## src/rtl/pipe_result_collector.sv

```systemverilog
// Receive-side collector for the 3-stage arithmetic pipeline.
// Results land in a first-word-fall-through FIFO and drain to the consumer over
// valid/ready. Issue credits account for results already buffered plus results
// still travelling through the pipeline, which has no stall path, so that a
// result is never dropped.
module pipe_result_collector #(
    parameter int N     = 10,
    parameter int DEPTH = 8,
    parameter int CNT_W = 16
) (
    input  logic                       clk,
    input  logic                       rst,
    input  logic                       issue_fire,
    input  logic                       in_valid,
    input  logic [N-1:0]               in_data,
    input  logic                       out_ready,
    output logic                       out_valid,
    output logic [N-1:0]               out_data,
    output logic                       issue_ok,
    output logic [$clog2(DEPTH+1)-1:0] level,
    output logic [$clog2(DEPTH+1)-1:0] inflight,
    output logic [CNT_W-1:0]           result_count,
    output logic                       overflow,
    output logic                       credit_err
);

    localparam int PW = $clog2(DEPTH);
    localparam int LW = $clog2(DEPTH + 1);

    logic [N-1:0]     mem_q [DEPTH];
    logic [PW-1:0]    wr_ptr_q, rd_ptr_q;
    logic [LW-1:0]    level_q, level_d;
    logic [LW-1:0]    inflight_q, inflight_d;
    logic [CNT_W-1:0] count_q;
    logic             overflow_q, credit_err_q;

    logic             full, pop, push;
    logic [LW:0]      credit_sum;

    // Handshake qualifiers; a push into a full FIFO is allowed only when the
    // head leaves in the same cycle.
    always_comb begin
        full = (level_q == LW'(DEPTH));
        pop  = (level_q != '0) && out_ready;
        push = in_valid && (!full || pop);
    end

    // Next occupancy and in-flight count; in-flight saturates at both ends so a
    // misbehaving feeder or pipeline cannot wrap it.
    always_comb begin
        level_d = level_q;
        if (push && !pop)
            level_d = level_q + LW'(1);
        else if (pop && !push)
            level_d = level_q - LW'(1);

        inflight_d = inflight_q;
        if (issue_fire && !in_valid) begin
            if (inflight_q != '1)
                inflight_d = inflight_q + LW'(1);
        end else if (in_valid && !issue_fire) begin
            if (inflight_q != '0)
                inflight_d = inflight_q - LW'(1);
        end
    end

    // FIFO storage and pointers; pointers are exactly log2(DEPTH) bits so they
    // wrap on their own.
    always_ff @(posedge clk or posedge rst) begin
        if (rst) begin
            for (int i = 0; i < DEPTH; i++)
                mem_q[i] <= '0;
            wr_ptr_q <= '0;
            rd_ptr_q <= '0;
        end else begin
            if (push) begin
                mem_q[wr_ptr_q] <= in_data;
                wr_ptr_q        <= wr_ptr_q + PW'(1);
            end
            if (pop)
                rd_ptr_q <= rd_ptr_q + PW'(1);
        end
    end

    // Counters and sticky error flags.
    always_ff @(posedge clk or posedge rst) begin
        if (rst) begin
            level_q      <= '0;
            inflight_q   <= '0;
            count_q      <= '0;
            overflow_q   <= 1'b0;
            credit_err_q <= 1'b0;
        end else begin
            level_q    <= level_d;
            inflight_q <= inflight_d;
            if (pop)
                count_q <= count_q + CNT_W'(1);
            if (in_valid && full && !pop)
                overflow_q <= 1'b1;
            if (in_valid && (inflight_q == '0) && !issue_fire)
                credit_err_q <= 1'b1;
        end
    end

    // Credits are derived from registered counts only; the extra bit keeps the
    // sum from wrapping before the compare.
    always_comb begin
        credit_sum = {1'b0, level_q} + {1'b0, inflight_q};
        issue_ok   = (credit_sum < (LW+1)'(DEPTH));
    end

    assign out_valid    = (level_q != '0);
    assign out_data     = mem_q[rd_ptr_q];
    assign level        = level_q;
    assign inflight     = inflight_q;
    assign result_count = count_q;
    assign overflow     = overflow_q;
    assign credit_err   = credit_err_q;

endmodule
```

## config.mk

```make
export PLATFORM = sky130hd
export DESIGN_NAME = pipe_result_collector
export DESIGN_NICKNAME = d
export VERILOG_FILES = /design/src/rtl/pipe_result_collector.sv
export SDC_FILE = /design/constraint.sdc
export NUM_CORES = 1
export LEC_CHECK = 0
export CORE_MARGIN = 5
export CORE_UTILIZATION = 64
export CTS_BUF_LIST = sky130_fd_sc_hd__clkbuf_8
export DETAILED_ROUTE_END_ITERATION = 12
export PLACE_DENSITY = 0.94
export SLEW_MARGIN = 20
export SYNTH_ARGS = -nofsm -noshare
export SYNTH_HDL_FRONTEND = slang
export SYNTH_SLANG_ARGS = --single-unit
```

## constraint.sdc

```tcl
create_clock -name clk -period 10.1 [get_ports clk]
set_clock_uncertainty 0.15 [all_clocks]
set_input_delay 1.01 -clock clk [delete_from_list [all_inputs] [get_ports clk]]
set_output_delay 1.01 -clock clk [all_outputs]
set_load 0.005 [all_outputs]
```

==> impl_results.md <==
- Ports: 53
- Final-report hold violation count: 0
- Share of synthesized flip-flops with an asynchronous set or reset: 100%
- Setup crit start: rd_ptr_q[0]
- Launch instance of the worst min-delay path: overflow
- Met1 Routed Length: 4640 um
- Cell at the root of the clock tree: clkbuf_8
- Number of port buffers: 52
- Via count of the first global-routing pass: 3,410
- Routed wire length: 10,300 um
- Routability congestion estimate: 0.802
- Horizontal extent of the die: 102 um
- Worst R2R End: level[3]
- Placeable Area: 8220 um2
- Floorplan row count: 33
- Startpoint kind of the worst setup timing path: flip-flop
- Final-report setup violation count: 0
- Slew HR: 45.5%
- Post-detailed-route wirelength per cell: 19.6 um
- Met2 WL post-DR: 5050 um
- Post-CTS resize count: 0
- Area grow syn2layout: 13.9%
- Final-stage net count: 443
- Hold_ws: 0.326 ns
- Top sig layer: met4
- Num CTS Buffers: 9
- Number of max-capacitance violations reported: 0
- Number of antenna violations at the first check in global routing: 0
- Total count of max-transition violations in the final report: 0
- Clock H-tree levels: 3
- Clock insertion delay at the later pin of the skew report: 0.36 ns
- Share of the cycle needed by the critical path after routing: 36.8%
- Number of unique standard cell types used by synthesis: 42
- Worst slack at placement: 6.21 ns
- Number of sinks driven by the clock tree: 112
- Setup slack of the critical path after layout: 6.39 ns
- Met3 routed wirelength: 434 um
- Category of the worst setup path capture point: output pin
- Critical register-to-register path startpoint: level[0]
- Number of DRC violations after detailed-routing iteration 0: 82
- Number of iterations in the first detailed-routing pass: 4
- Vias per cell: 6.07
- Post-layout minimum cycle time: 3.71 ns
- Detail Route Antenna Nets: 0
- FF-to-FF setup slack: 7.06 ns
- Detailed-route DRC error count: 0
- Post-CTS setup repair buffer count: 0
- Number of nets produced by synthesis: 394
- Filler cell count: 516
- Power density over the cells: 317 nW/um2
- Final instance count without filler cells: 524
- Highest fanout seen on the critical path: 18
- Slowest stage cell, crit path: mux4_2
- Leading cell type in the layout, fill and taps excluded: dfrtp_1
- Sequence of cells on the critical path: buf_4, mux4_2, mux2_2, clkdlybuf4s50_1
- Cells after synthesis: 365
- Average cell area after synthesis: 14.8 um2
- Accumulated negative setup slack: 0 ns
- Final HPWL DP: 6820 um
- Critical path data required time: 8.94 ns
- Total grt overflow: 0
- Actual slew at the worst max-slew pin: 0.817 ns
- DIE AREA: 10,300 um2
- Worst hold path class: flip-flop to flip-flop
- Standby leakage power: 2.64 nW
- Worst endpoint data arrival time: 2.55 ns
- Fraction of layout cells with a size suffix above 1: 32.5%
- Main synth FF type: dfrtp_1
- Maximum number of pins on one net before global-route repair: 69
- Post-CTS Hold Buffers: 0
- Number of vias after detailed routing: 3,181
- Clk buf depth: 2
- Commonest cells after routing, fill and taps aside: dfrtp_1 (111), mux2_2 (79), clkdlybuf4s50_1 (52), nand2_1 (20), mux4_2 (20)
- Antenna diode count: 0
- Setup repair after global routing missed its margin: no
- Global router's overall resource usage: 21.7%
- CTS clock-pin slew for the worst setup and hold paths: 0.10 ns
- Total of flip-flops plus latches after synthesis: 112
- Max IR drop VDD: 0.000175 V
- Warning count from the yosys run: 0
- Worst hold path stage count: 1
- Leading post-synthesis cells by cell area: dfrtp_1 (52%), mux2_2 (17%), mux4_2 (8.4%)
- TritonCTS clock tree: built
- DIE HEIGHT: 102 um
- Hold worst-path end: overflow
- Cell total after placement: 508
- Critical path buffer and inverter count: 2
- Starting density of the core: 65.5%
- Peak per-stage delay on the critical path: 0.56 ns
- First-pass GRT wire length: 17,200 um
- Maximum operating frequency: 269 MHz
- Register cell area after layout: 2800 um2
- Worst reg-to-reg path cell count: 8
- Fraction of the yosys area taken by sequential cells: 52.1%
- Leading area contributor after synthesis: dfrtp_1
- Path type of the worst setup path: flip-flop to output pin
- Portion of synthesized cell area occupied by the leading cell type: 52.1%
- Multi-input combinational cell area: 2440 um2
- Post-synth EDFFs: 0
- Netlist Area Pre-Place: 5380 um2
- Result of the run: finished, final reports clean
- CP top delay family: multiplexers
-- power by group --
part / leakage (nW) / switching, mW / total (mW) / internal (mW)
clock: 0.0939 / 0.154 / 0.254 / 0.100
combinational: 1.19 / 0.277 / 0.841 / 0.564
sequential: 1.36 / 0.197 / 0.852 / 0.655
-- flip-flops by register name, indices dropped and copies added, names as in the netlist --
register and flops:
credit_err 1, inflight 4, level 4, mem_q 80
overflow 1, rd_ptr_q 3, result_count 16, wr_ptr_q 3
-- stage by stage --
| stage | power [mW] | area [um2] | utilization (%) |
|---|---|---|---|
| after floorplan | 1.39 | 5380 | - |
| after global placement | 1.65 | 5940 | 72.3 |
| after detailed placement | 1.71 | 5940 | 72.3 |
| after CTS | 1.97 | 6130 | 74.6 |
| after global routing | 2.08 | 6130 | 74.6 |
| final | 1.95 | 6130 | 74.6 |
-- area by class of cell --
class                      count  area share, %
multi-input combinational    230           39.8
clock buffer                  10           2.24
clock inverter                 6          0.836
timing repair buffer          54           8.73
inverter                       7          0.510
tap                          105           2.14
sequential                   112           45.7
-- how the worst max path moves through the flow --
stage                  endpoint  slack (ns)  cells after the start
global route           issue_ok        6.17                      4
finish              out_data[3]        6.39                      4
floorplan            credit_err        5.98                      1
global placement       level[3]        6.35                     10
detailed placement     level[3]        6.21                     10
CTS                 out_data[4]        6.11                      3
-- Yosys cell counts (3+ instances only) --
master,n
mux2_1,4
nand3_1,5
mux2_4,10
mux2_2,79
a2111oi_0,3
nor3_1,6
nor2_1,3
nand4b_1,3
xor2_1,6
mux4_2,20
xnor2_1,17
a21oi_1,4
a21o_1,3
o21ai_0,3
buf_6,6
buf_2,4
inv_1,6
dfrtp_1,112
nand4_1,6
ha_1,12
and3_1,4
clkbuf_1,4
nand2_1,20
-- cells by family after synthesis --
| logic type | count (synthesis) | share of synthesized area [%] |
|---|---|---|
| multiplexers | 114 | 28.7 |
| flip-flops | 112 | 52.1 |
| AND/OR/NAND/NOR | 59 | 6.32 |
| XOR/XNOR | 23 | 3.74 |
| buffers and inverters | 23 | 2.58 |
| AO/OA/AOI/OAI | 20 | 3.07 |
| adder cells (fa/ha/maj) | 14 | 3.53 |
-- per-layer routing --
layer | vias to the layer above | global-route usage [%]
met4 | 0 | 5.21
met1 | 1643 | 30.9
li1 | 1453 | -
met3 | 11 | 4.89
met5 | - | 0
met2 | 74 | 34.6
Note: power is estimated with default switching activity, not from simulation.
